<file path="src/rtl/serial_pkg.sv">
// Shared encodings for the serial transmit path: FSM state codes and line levels.
package serial_pkg;
  localparam logic [2:0] S_IDLE   = 3'd0;
  localparam logic [2:0] S_START  = 3'd1;
  localparam logic [2:0] S_DATA   = 3'd2;
  localparam logic [2:0] S_PARITY = 3'd3;
  localparam logic [2:0] S_STOP   = 3'd4;

  localparam logic LINE_IDLE = 1'b1;
  localparam logic START_BIT = 1'b0;
  localparam logic STOP_BIT  = 1'b1;
endpackage

</file>
<file path="src/rtl/serial_tx_if.sv">
// Load/Data request side and Ready/Busy/TxOut status side of the transmitter.
interface serial_tx_if #(
  parameter int DATA_W = 8
);
  logic [DATA_W-1:0] Data;
  logic              Load;
  logic              Ready;
  logic              Busy;
  logic              TxOut;

  modport master (output Data, Load, input Ready, Busy, TxOut);
  modport slave  (input Data, Load, output Ready, Busy, TxOut);
endinterface

</file>
<file path="src/rtl/serial_bit_timer.sv">
// Per-bit cycle counter: pulses BitDone on the last cycle of each bit while Run is high.
module serial_bit_timer #(
  parameter int CLKS_PER_BIT = 4
) (
  input  logic Clk,
  input  logic Reset,
  input  logic Run,
  output logic BitDone
);
  localparam int CW = (CLKS_PER_BIT > 1) ? $clog2(CLKS_PER_BIT) : 1;
  localparam logic [CW-1:0] TC = CW'(CLKS_PER_BIT - 1);

  logic [CW-1:0] cnt;

  assign BitDone = Run && (cnt == TC);

  always_ff @(posedge Clk) begin
    if (Reset || !Run)  cnt <= '0;
    else if (BitDone)   cnt <= '0;
    else                cnt <= cnt + 1'b1;
  end
endmodule

</file>
<file path="src/rtl/serial_tx.sv">
// Framed serial transmitter: start 0, DATA_W bits LSB-first, stop 1; line idles high.
// Optional even-parity bit before stop when SERIAL_TX_PARITY_EN is defined.
module serial_tx
  import serial_pkg::*;
#(
  parameter int DATA_W       = 8,
  parameter int CLKS_PER_BIT = 4
) (
  input  logic        Clk,
  input  logic        Reset,
  serial_tx_if.slave  tx
);
  localparam int IW = (DATA_W > 1) ? $clog2(DATA_W) : 1;
  localparam logic [IW-1:0] LAST = IW'(DATA_W - 1);

  logic [2:0]        state;
  logic [DATA_W-1:0] shreg;
  logic [IW-1:0]     bit_idx;
  logic              tx_q;
  logic              ready_q;
  logic              bit_done;
`ifdef SERIAL_TX_PARITY_EN
  logic              par_q;
`endif

  assign tx.TxOut = tx_q;
  assign tx.Ready = ready_q;
  assign tx.Busy  = ~ready_q;

  serial_bit_timer #(.CLKS_PER_BIT(CLKS_PER_BIT)) u_timer (
    .Clk     (Clk),
    .Reset   (Reset),
    .Run     (state != S_IDLE),
    .BitDone (bit_done)
  );

  // tx_q is loaded with the level of the state being entered, so each bit
  // appears on the line on the same edge as the state change.
  always_ff @(posedge Clk) begin
    if (Reset) begin
      state   <= S_IDLE;
      shreg   <= '0;
      bit_idx <= '0;
      tx_q    <= LINE_IDLE;
      ready_q <= 1'b1;
`ifdef SERIAL_TX_PARITY_EN
      par_q   <= 1'b0;
`endif
    end else begin
      case (state)
        S_IDLE: if (tx.Load && ready_q) begin
          state   <= S_START;
          shreg   <= tx.Data;
          tx_q    <= START_BIT;
          ready_q <= 1'b0;
`ifdef SERIAL_TX_PARITY_EN
          par_q   <= ^tx.Data;
`endif
        end
        S_START: if (bit_done) begin
          state <= S_DATA;
          tx_q  <= shreg[0];
          shreg <= shreg >> 1;
        end
        S_DATA: if (bit_done) begin
          if (bit_idx == LAST) begin
            bit_idx <= '0;
`ifdef SERIAL_TX_PARITY_EN
            state   <= S_PARITY;
            tx_q    <= par_q;
`else
            state   <= S_STOP;
            tx_q    <= STOP_BIT;
`endif
          end else begin
            bit_idx <= bit_idx + 1'b1;
            tx_q    <= shreg[0];
            shreg   <= shreg >> 1;
          end
        end
`ifdef SERIAL_TX_PARITY_EN
        S_PARITY: if (bit_done) begin
          state <= S_STOP;
          tx_q  <= STOP_BIT;
        end
`endif
        S_STOP: if (bit_done) begin
          state   <= S_IDLE;
          tx_q    <= LINE_IDLE;
          ready_q <= 1'b1;
        end
        default: begin
          state   <= S_IDLE;
          tx_q    <= LINE_IDLE;
          ready_q <= 1'b1;
        end
      endcase
    end
  end
endmodule

</file>
<file path="src/flat_wrapper.sv">
// flat-port wrapper written by rule: the top's interface ports become plain ports
module serial_tx_flat import serial_pkg::*;
#(
  parameter int DATA_W       = 8,
  parameter int CLKS_PER_BIT = 4
)
  (Clk, Reset, tx_Data, tx_Load, tx_Ready, tx_Busy, tx_TxOut);
  serial_tx_if #(.DATA_W(DATA_W)) tx_i ();
  input  logic Clk;
  input  logic Reset;
  input wire logic [$bits(tx_i.Data)-1:0] tx_Data;
  input wire logic [$bits(tx_i.Load)-1:0] tx_Load;
  output wire logic [$bits(tx_i.Ready)-1:0] tx_Ready;
  output wire logic [$bits(tx_i.Busy)-1:0] tx_Busy;
  output wire logic [$bits(tx_i.TxOut)-1:0] tx_TxOut;
  assign tx_i.Data = tx_Data;
  assign tx_i.Load = tx_Load;
  assign tx_Ready = tx_i.Ready;
  assign tx_Busy = tx_i.Busy;
  assign tx_TxOut = tx_i.TxOut;
  serial_tx #(.DATA_W(DATA_W), .CLKS_PER_BIT(CLKS_PER_BIT)) u_core (.Clk(Clk), .Reset(Reset), .tx(tx_i));
endmodule
</file>
<file path="config.mk">
export PLATFORM = sky130hd
export DESIGN_NAME = serial_tx_flat
export DESIGN_NICKNAME = d
export VERILOG_FILES = /design/src/rtl/serial_pkg.sv /design/src/rtl/serial_tx_if.sv /design/src/rtl/serial_bit_timer.sv /design/src/rtl/serial_tx.sv /design/src/flat_wrapper.sv
export SDC_FILE = /design/constraint.sdc
export NUM_CORES = 1
export LEC_CHECK = 0
export CORE_MARGIN = 10
export CORE_UTILIZATION = 50
export CTS_CLUSTER_SIZE = 28
export DETAILED_ROUTE_END_ITERATION = 8
export HOLD_SLACK_MARGIN = 0.08
export PLACE_DENSITY = 0.83
export SETUP_SLACK_MARGIN = 0.1
export SLEW_MARGIN = 20
export SYNTH_ARGS = -nofsm -noshare
export SYNTH_HDL_FRONTEND = slang
export SYNTH_SLANG_ARGS = --single-unit
</file>
<file path="constraint.sdc">
create_clock -name Clk -period 5.1 [get_ports Clk]
set_clock_uncertainty 0.15 [all_clocks]
set_input_delay 1.02 -clock Clk [delete_from_list [all_inputs] [get_ports Clk]]
set_output_delay 1.02 -clock Clk [all_outputs]
set_load 0.03 [all_outputs]
</file>
* Word-level counts from Yosys, hierarchy flattened
Cells that the tools add are included.
** Storage, ports and cells
- Flip-flop bits (word level) :: 18
- Bits of input ports :: 11
- Output and inout port bits :: 3
- Logic and storage cells :: 54
** Operators by class
- Add/sub/neg operators :: 2
- Eq/ne operators :: 11
- Mux-type cells :: 19
- Bitwise gates (word level) :: 2
- Reductions and logical operators :: 14
** Operators with widths (count)
- 8-bit two-way mux :: 4
- 8-bit one-hot mux with 3 select lines :: 1
- 3-bit two-way mux :: 6
- 3-bit one-hot mux with 4 select lines :: 1
- 2-bit by 1-bit inequality test with 1-bit output (second input constant) :: 5
- 5-bit AND reduction :: 2
- 3-bit == test (second input constant) :: 2
- 3-bit nonzero test :: 2
- 1-bit two-way mux :: 5
- 1-bit one-hot mux with 4 select lines :: 1
- 4-bit AND reduction :: 1
- 2-bit OR reduction :: 2
- 3-bit by 1-bit adder with 3-bit output (second input constant) :: 1
- 3-bit by 1-bit == test with 1-bit output (second input constant) :: 1
- 3-bit by 2-bit == test with 1-bit output (second input constant) :: 1
- 3-bit zero test :: 1
- 1-bit one-hot mux with 3 select lines :: 1
- 3-bit AND reduction :: 1
- 2-bit by 1-bit adder with 2-bit output (second input constant) :: 1
- 2-bit == test (second input constant) :: 1
- 1-bit logical AND :: 2
- 2-bit inequality test (second input constant) :: 1
- 1-bit NOT :: 2
- 2-bit AND reduction :: 1
- other kinds (2) :: 2

* Logic depth before layout (Yosys ltp)
Gate-level depths: netlist of run 1.
- Depth after elaboration :: 4
- Gate-level depth with buffers :: 7
- Mapped depth without buffers :: 6

* Hierarchy
A second synthesis of run 1 with hierarchy kept.
** Second synthesis, totals
- Cells, all modules :: 101
- Area total of the unflattened synthesis :: 985.9 um2
** Modules (own cells, without submodules)
- serial_tx :: times used 1, cells each 95, area each 899.6 um2, sequential area each 320.3 um2
- serial_bit_timer :: times used 1, cells each 6, area each 86.3 um2, sequential area each 40.0 um2

* Worst setup path after synthesis of run 1
No wires, ideal clock.
- Path type :: input-to-reg
- From :: in tx_Load
- To :: reg u_core.shreg[5]
- Setup time :: 79 ps
- Arrival :: 1763 ps
- Path slack :: 3107 ps
- Stages on the path :: 5
- Buffers on the path :: 1
- Cells stage by stage :: nand4bb_1 -> a31oi_4 -> buf_6 -> nor2_1 -> a211oi_2
** Between the ends
- Longest elaborated chain between the ends :: 3
** RTL lines
- start, declared :: line flat_wrapper.sv:12 : input wire logic [$bits(tx_i.Load)-1:0] tx_Load;
- 1-bit logical AND :: line serial_tx.sv:51 : S_IDLE: if (tx.Load && ready_q) begin
- 2-bit by 1-bit inequality test with 1-bit output (no source line)
- 5-bit AND reduction (no source line)
- end signal, assigned :: line serial_tx.sv:53 : shreg <= tx.Data;
- end signal, assigned :: line serial_tx.sv:63 : shreg <= shreg >> 1;
- end signal, assigned :: line serial_tx.sv:78 : shreg <= shreg >> 1;
- end, declared :: line serial_tx.sv:17 : logic [DATA_W-1:0] shreg;
Every way passes these cells.
A chain may end at the register's enable or synchronous reset.

* Worst setup path in the final report of run 1
- From :: reg u_core.ready_q, in the netlist u_core.tx.Ready
- To :: out tx_Ready
** RTL lines
- start, declared :: line serial_tx.sv:20 : logic ready_q;
- start signal, assigned :: line serial_tx.sv:45 : ready_q <= 1'b1;
- start signal, assigned :: line serial_tx.sv:55 : ready_q <= 1'b0;
- start signal, assigned :: line serial_tx.sv:90 : ready_q <= 1'b1;
- end, declared :: line flat_wrapper.sv:13 : output wire logic [$bits(tx_i.Ready)-1:0] tx_Ready;
No word-level cell between the ends.

==> results_dict.tcl, run 1 <==
set metrics [dict create \
    worstSetupStartpoint "u_core.tx.Ready" \
    synth-edff-count 0 \
    syn_area_per_cell_um2 9.68 \
    synthArstFlopShare 0 \
    initial_core_util 0.543 \
    path_depth 1 \
    dp_slack_ps 2370 \
    routabilityCongestion 0.694 \
    fill_cells 164 \
    first_iter_violations 27 \
    drcViolationCount 0 \
    htreeDepth 1 \
    holdWs_ps 295 \
    grt_antenna_before_repair 0 \
    grt_first_pass_wirelength_um 3260 \
    routed_wirelength_um 1790 \
    rsz0062_at_grt "no" \
    cpPeakStageDelay_ps 700 \
    outcome "complete, no violations" \
    root_buffer "clkbuf_4" \
    finalSetupViolCount 0 \
    p_per_area_mw_per_mm2 260 \
    end_kind "output port" \
    cts_hold_repair.buffers 0 \
    worstSetupStartpointType "flop" \
    crit_path_top_delay_cell "clkdlybuf4s50_1" \
    die_y_um 64.0 \
    reg2reg_to "u_core.shreg[0]" \
    cts.sinks 18 \
    cp.arrival_ps 1420 \
    relSlewSlack 0.516 \
    post-route-period-util 0.507 \
    final_layout_size_suffix_gt1_frac 0.0841 \
    diodes 0 \
    path_class "reg -> out" \
    clkTransAtPathRegs_ps 100 \
    tightest_slew_ps 724 \
    hold_path.class "reg -> reg" \
    netlist.area_leader.share 0.372 \
    wire_per_inst_um 13.5 \
    clock_latency_ps 290 \
    seq_area_um2 360 \
    port_buffers 13 \
    vias 743 \
    post_cts_buffers 0 \
    fin_nets 123 \
    grt_max_degree 20 \
    maxCapViolCount 0 \
    netlist_instances 100 \
    grt_pass1_vias 769 \
    hold_viol_final 0 \
    areaGrowthSynthToFinish_pct 13.4 \
    cp_top_family "buffers and inverters" \
    top_level_ports 14 \
    hpwl_um 1290 \
    dr.pass1.iters 3 \
    period_needed_ps 2590 \
    r2r-start "u_core.bit_idx[0]" \
    p_leak_nw 0.414 \
    cts_resized 0 \
    grt_remaining_overflow 0 \
    grt_usage 0.0939 \
    synthTopCellsByArea "dfxtp_1, mux2i_1, a211oi_1, nor2_1, ha_1" \
    seq_area_frac_synth 0.372 \
    finalMaxSlewViolations 0 \
    cts_tree "built" \
    clk_path_buf_depth 2 \
    die-area_mm2 0.00410 \
    yosysWarnings 0 \
    ant_nets 0 \
    synth_common_cells "dfxtp_1, nor2_1, mux2i_1, a211oi_1, buf_2" \
    yosysTopAreaCell "dfxtp_1" \
    finalSetupTns_ps 0 \
    endpoint "tx_Ready" \
    crit_path_cell_trace "clkdlybuf4s50_1" \
    reg2reg_setup_slack_ps 3030 \
    viasPerCell 5.63 \
    required_ps 3930 \
    numCtsBuffers 3 \
    std_cell_rows 15 \
    coreArea_mm2 0.00178 \
    crit_buf_inv 1 \
    ir_drop_v 0.000182 \
    synth_ff_type "dfxtp_1" \
    ys_ff_latch 18 \
    critPathMaxFanout 6 \
    multi_input_area_um2 543 \
    syn_area_um2 968 \
    syn_nets 114 \
    setup_ws_ps 2510 \
    fmax_mhz 386 \
    rr_worst_depth 6 \
    synth.most_common_cell "dfxtp_1" \
    ys_types 31 \
    fp.dieW_um 64.0 \
]
sequential cells by signal, indices dropped and copies added (netlist names):
register and cells:
u_core.shreg 8, u_core.bit_idx 3, u_core.state 3, u_core.u_timer.cnt 2
u_core.tx.Ready 1, u_core.tx.TxOut 1
routing by layer:
layer	part of all wire	GRT usage	vias to the layer above
met5	0	0	-
met4	0.0095	0.0492	0
met3	0.031	0.0244	2
met2	0.46	0.148	11
met1	0.49	0.114	349
li1	-	-	381
final cells by class:
cell class              count  area share
inverters                   3      0.0103
repair buffers             13       0.118
multi-input cells          70       0.494
clock buffers               3      0.0205
well taps                  25      0.0285
flip-flops and latches     18       0.328
placed cells by master, fill, tap and decap left out:
master / synthesis / layout
dfxtp_1: 18 / 18
clkdlybuf4s50_1: 0 / 13
nor2_1: 12 / 12
mux2i_1: 11 / 11
a211oi_1: 7 / 7
inv_1: 3 / 3
nand2b_1: 3 / 3
o21a_1: 3 / 3
nor3_1: 3 / 3
ha_1: 3 / 3
clkbuf_4: 0 / 3
a21o_1: 2 / 2
o22a_1: 2 / 2
a211o_1: 2 / 2
nor4_1: 2 / 2
nand2_1: 2 / 2
nand3_1: 2 / 2
a21oi_1: 2 / 2
nand4bb_1: 2 / 2
a211oi_2: 2 / 2
nor3_2: 1 / 1
nand3b_1: 1 / 1
a31oi_4: 1 / 1
xnor2_1: 1 / 1
nor2_4: 1 / 1
o32a_1: 1 / 1
a311oi_1: 1 / 1
a31oi_1: 1 / 1
mux2_2: 1 / 1
nor4b_1: 1 / 1
worst min-delay path by stage:
stage                          startpoint  cells past startpoint                     to
floorplan           u_core.u_timer.cnt[0]                      1  u_core.u_timer.cnt[0]
global placement    u_core.u_timer.cnt[0]                      1  u_core.u_timer.cnt[0]
detailed placement  u_core.u_timer.cnt[0]                      1  u_core.u_timer.cnt[0]
CTS                 u_core.u_timer.cnt[0]                      1  u_core.u_timer.cnt[0]
global route        u_core.u_timer.cnt[0]                      1  u_core.u_timer.cnt[0]
finish              u_core.u_timer.cnt[0]                      1  u_core.u_timer.cnt[0]
cells by family after synthesis:
| kind of cell | share of synthesized area |
|---|---|
| adders and majority gates | 0.0388 |
| muxes | 0.125 |
| AOI/OAI and AO/OA | 0.213 |
| and+or+nand+nor | 0.174 |
| xor gates and xnor gates | 0.00905 |
| DFF | 0.372 |
| buffers and inverters | 0.0672 |
stage by stage:
step                      utilization  power, mW  instances  cell area, µm²
after CTS                       0.616      0.289        132            1100
final                           0.616      0.286        132            1100
after global routing            0.616      0.301        132            1100
after global placement          0.604      0.218        129            1080
after floorplan                     -      0.203        100             968
after detailed placement        0.604      0.220        129            1080
power breakdown:
part           total [mW]  internal [mW]  switching, mW
logic              0.0572         0.0298         0.0275
clock network      0.0697         0.0274         0.0423
registers           0.159          0.150        0.00864
total               0.286          0.207         0.0784
worst reg2reg max path: stages (launching register included):
cell,delay (ps)
dfxtp_1,340
ha_1,200
ha_1,250
nand4bb_1,270
a31oi_4,470
nor2_1,80
a211oi_1,230
(Power assumes the default switching activity.)
==> inputs of run 2 (changes only) <==
==> constraint.sdc (replaced) <==
create_clock -name Clk -period 2.6 [get_ports Clk]
set_clock_uncertainty 0.15 [all_clocks]
set_input_delay 0.52 -clock Clk [delete_from_list [all_inputs] [get_ports Clk]]
set_output_delay 0.52 -clock Clk [all_outputs]
set_load 0.03 [all_outputs]
==> results_dict.tcl, run 2 (synthesized netlist as in run 1, its figures left out) <==
set metrics [dict create \
    outcome "complete, no violations" \
    routed_wirelength_um 1800 \
    top_level_ports 14 \
    p_comb_frac 0.188 \
    fill_cells 154 \
    post-route-period-util 0.804 \
    worstSetupStartpointType "flop" \
    die_y_um 64.0 \
    cts.sinks 18 \
    post_cts_buffers 0 \
    fmax_mhz 478 \
    largest_reg_flops 8 \
    final_cell_mix "dfxtp_1, clkdlybuf4s50_1, nor2_1, mux2i_1, a211oi_1" \
    first_iter_violations 27 \
    p_per_area_mw_per_mm2 535 \
    dp_slack_ps 415 \
    vias 761 \
    viasPerCell 5.72 \
    mostFrequentLayoutCell "dfxtp_1" \
    largest_registers "u_core.shreg: 8 flops, u_core.bit_idx: 3 flops, u_core.state: 3 flops" \
    crit_path_cell_trace "clkdlybuf4s50_1" \
    coreArea_mm2 0.00178 \
    cp.arrival_ps 1420 \
    finalMaxSlewViolations 0 \
    hold_path.class "reg -> reg" \
    grt_remaining_overflow 0 \
    power_mw 0.595 \
    setup_ws_ps 509 \
    numCtsBuffers 3 \
    areaGrowthSynthToFinish_pct 14.9 \
    root_buffer "clkbuf_4" \
    grt_max_degree 20 \
    drcViolationCount 0 \
    grt_usage 0.0914 \
    tightest_slew_ps 725 \
    cpPeakStageDelay_ps 700 \
    fin_area_mm2 0.00111 \
    swShare 0.263 \
    pwr-share-clk 0.288 \
    period_needed_ps 2090 \
    end_kind "output port" \
    path_class "reg -> out" \
    place_area_mm2 0.00108 \
    rsz0062_at_grt "no" \
    ir_drop_v 0.000482 \
    final_layout_size_suffix_gt1_frac 0.0926 \
    required_ps 1930 \
    clk_path_buf_depth 2 \
    regMostFlops "u_core.shreg" \
    std_cell_rows 15 \
    wire_per_inst_um 13.5 \
    critPathMaxFanout 6 \
    intPower_mw 0.438 \
    grt_first_pass_wirelength_um 3080 \
    p_seq_frac 0.524 \
    crit_buf_inv 1 \
    cts_resized 0 \
    hpwl_um 1250 \
    initial_core_util 0.543 \
    diodes 0 \
    hold_viol_final 0 \
    power.switching_mw 0.157 \
    ant_nets 0 \
    clkTransAtPathRegs_ps 100 \
    cp_top_family "buffers and inverters" \
    finalSetupTns_ps 0 \
    finalSetupViolCount 0 \
    grt_pass1_vias 709 \
    cts_hold_repair.buffers 0 \
    die-area_mm2 0.00410 \
    relSlewSlack 0.515 \
    htreeDepth 1 \
    cts_tree "built" \
    dr.pass1.iters 4 \
    fp.dieW_um 64.0 \
    routabilityCongestion 0.694 \
    fin_nets 123 \
    maxCapViolCount 0 \
    crit_path_top_delay_cell "clkdlybuf4s50_1" \
    grt_antenna_before_repair 0 \
    clock_latency_ps 300 \
    p_leak_nw 0.421 \
    port_buffers 13 \
]
-- run 2: through the flow --
stage          hold slack [ps]  utilization  std cells
2_1_floorplan              257            -        100
3_3_place_gp               264        0.604        129
3_5_place_dp               277        0.604        129
4_1_cts                    291        0.624        133
5_1_grt                    314        0.624        133
6_report                   295        0.624        133
-- run 2: routing by layer --
layer,share of wire,vias to the layer above,wire length (µm),track usage
li1,-,385,-,-
met1,0.48,350,866,0.108
met2,0.44,21,793,0.139
met3,0.048,5,86,0.0296
met4,0.027,0,49,0.0574
met5,0,-,0,0
-- run 2: power groups by stage --
stage	logic, mW	clock network, mW	registers [mW]
after global routing	0.121	0.188	0.315
after CTS	0.113	0.177	0.312
after detailed placement	0.113	0	0.318
after global placement	0.110	0	0.317
final	0.112	0.172	0.312
after floorplan	0.0809	0	0.318
-- run 2: worst paths after layout --
| check | start | endpoint | slack [ps] | cells past startpoint |
|---|---|---|---|---|
| worst max-delay path | u_core.tx.Ready | tx_Ready | 510 | 1 |
| worst min-delay path | u_core.u_timer.cnt[0] | u_core.u_timer.cnt[0] | 290 | 1 |
| worst min register to register | u_core.u_timer.cnt[0] | u_core.u_timer.cnt[0] | 290 | 1 |
| worst max register to register | u_core.bit_idx[0] | u_core.shreg[3] | 560 | 6 |
-- run 2: layout make-up --
cell class	count	area, µm²	share of cell area
timing repair buffer	13	130	0.117
inverter	3	11.3	0.0101
multi-input combinational	70	543	0.488
clock buffer	4	36.3	0.0326
sequential	18	360	0.324
tap	25	31.3	0.0281
==> patch (flow settings as in run 2) <==
Build with the macro `SERIAL_TX_PARITY_EN` defined.
--- a/src/rtl/serial_tx.sv
+++ b/src/rtl/serial_tx.sv
@@ -1,5 +1,7 @@
 // Framed serial transmitter: start 0, DATA_W bits LSB-first, stop 1; line idles high.
 // Optional even-parity bit before stop when SERIAL_TX_PARITY_EN is defined.
+`define SERIAL_TX_PARITY_EN
+
 module serial_tx
   import serial_pkg::*;
 #(
Function: no difference found for any inputs over 10 cycles, from zero or initial values and one cycle with Reset high; that may be too few to reach the edited logic, so the function may still have changed.
==> patch against run 2 <==
- sequential cell count increased by 1
- setup slack got worse by 0.033 ns
- design area increased by 2.5%
- highest routed layer unchanged
- total power increased by 5.8%
- synthesized area increased by 2.7%
- synthesized cell count increased by 16%
- wire length increased by 8.1%
==> patch: results (changes against run 2) <==
- Reg2reg end: u_core.shreg[0]
- Max VDD drop: 379 µV (-21%)
- 1st-iter DRT viols: 28 (+3.7%)
- Leakage power: 0.409 nW (-3.0%)
- Arrival @ worst endpoint: 1.45 ns (+0.03 ns)
- DR WL/cell: 12.8 µm (-5.4%)
- Maximum number of pins on one net before global-route repair: 20 (unchanged)
- R2R Path Start: u_core.state[0]
- Critical Path End: tx_Ready
- Status: complete, no violations
- Top FF cell, synth: dfxtp_1
- Met2 routed WL: 1010 µm (+27%)
- Net Count, Synth: 130 (+14%)
- Nets: 140 (+14%)
- Top post-synthesis cells by area: dfxtp_1 (38%), a311oi_1 (6.2%), xnor2_1 (6.2%)
- Sequential power share: 0.537 (+0.013)
- Clock latency on the worst-skew pair: 0.30 ns (about the same)
- Post-synth top cells: dfxtp_1 (19), nor2_1 (14), nand2_1 (10)
- Seq/Total Area, Yosys: 0.382 (+0.0103)
- Layout cells sized above 1: 0.0480 (-0.0446)
- Hold Crit Depth: 1 (unchanged)
- Crit path max fanout: 7 (+1)
- Routability cong.: 0.757 (+9.1%)
- PwrDens: 552 nW/µm² (+3.2%)
- Avg Inst Size Synth: 8.58 µm² (-11%)
- First-pass GRT wire length: 3210 µm (+4.3%)
- Cell variety after synth: 36 (+16%)
- Max-slew headroom: 0.560 (+0.0455)
- Placed Cells: 148 (+15%)
- Vias in the first global route: 742 (+4.7%)
- Hold Crit Start: u_core.u_timer.cnt[0]
- Drt first pass iters: 4 (unchanged)
- Vias per inst: 5.51 (-3.6%)
- WL met1: 834 µm (-3.7%)
- Cell internal pwr: 0.443 mW (+1.1%)
- Hold endpoint: u_core.u_timer.cnt[0]
- WL met3: 91 µm (+5.8%)
- Worst R2R Path Depth: 4 (-2)
- Total track usage: 0.0940 (+0.00253)
- Fillcell total: 185 (+20%)
- Setup crit start: u_core.tx.Ready
- Reg2Reg Setup Slack: 0.71 ns (+0.15 ns)
- Via count: 838 (+10%)
- Top Registers: u_core.shreg x8, u_core.bit_idx x3, u_core.state x3
- Antenna violations before repair: 0 (unchanged)
- DPL Wire Length: 1390 µm (+12%)
- Ys Warns: 0 (unchanged)
- Inserted Clock Buffers: 3 (unchanged)
- Combinational fraction of design power: 0.225 (+0.037)
patch: stage by stage:
stage	setup WS (ns)	cell area (µm²)	hold slack, ns
2_1_floorplan	0.866	995	0.257
3_3_place_gp	0.524	1110	0.265
3_5_place_dp	0.494	1110	0.276
4_1_cts	0.463	1140	0.292
5_1_grt	0.402	1140	0.327
6_report	0.475	1140	0.289
patch: per-layer routing:
metal | up-vias | GRT usage
met5 | - | 0
met1 | 388 | 0.0995
met4 | 0 | 0.0241
met3 | 2 | 0.0430
met2 | 18 | 0.165
li1 | 430 | -
patch: cell families after synthesis:
family          count (synthesis)  synth area share
mux                             4            0.0403
compound gates                 30             0.205
flops                          19             0.382
simple gates                   39             0.186
buf+inv                        12            0.0616
xor+xnor                        9            0.0868
fa+ha+maj                       3            0.0377
patch: cell type report:
cell class              instances  area share
clock buffers                   3      0.0198
multi-input cells              85       0.485
inverters                       4      0.0132
repair buffers                 13       0.114
flip-flops and latches         19       0.334
well taps                      27      0.0296
clock inverters                 1     0.00439
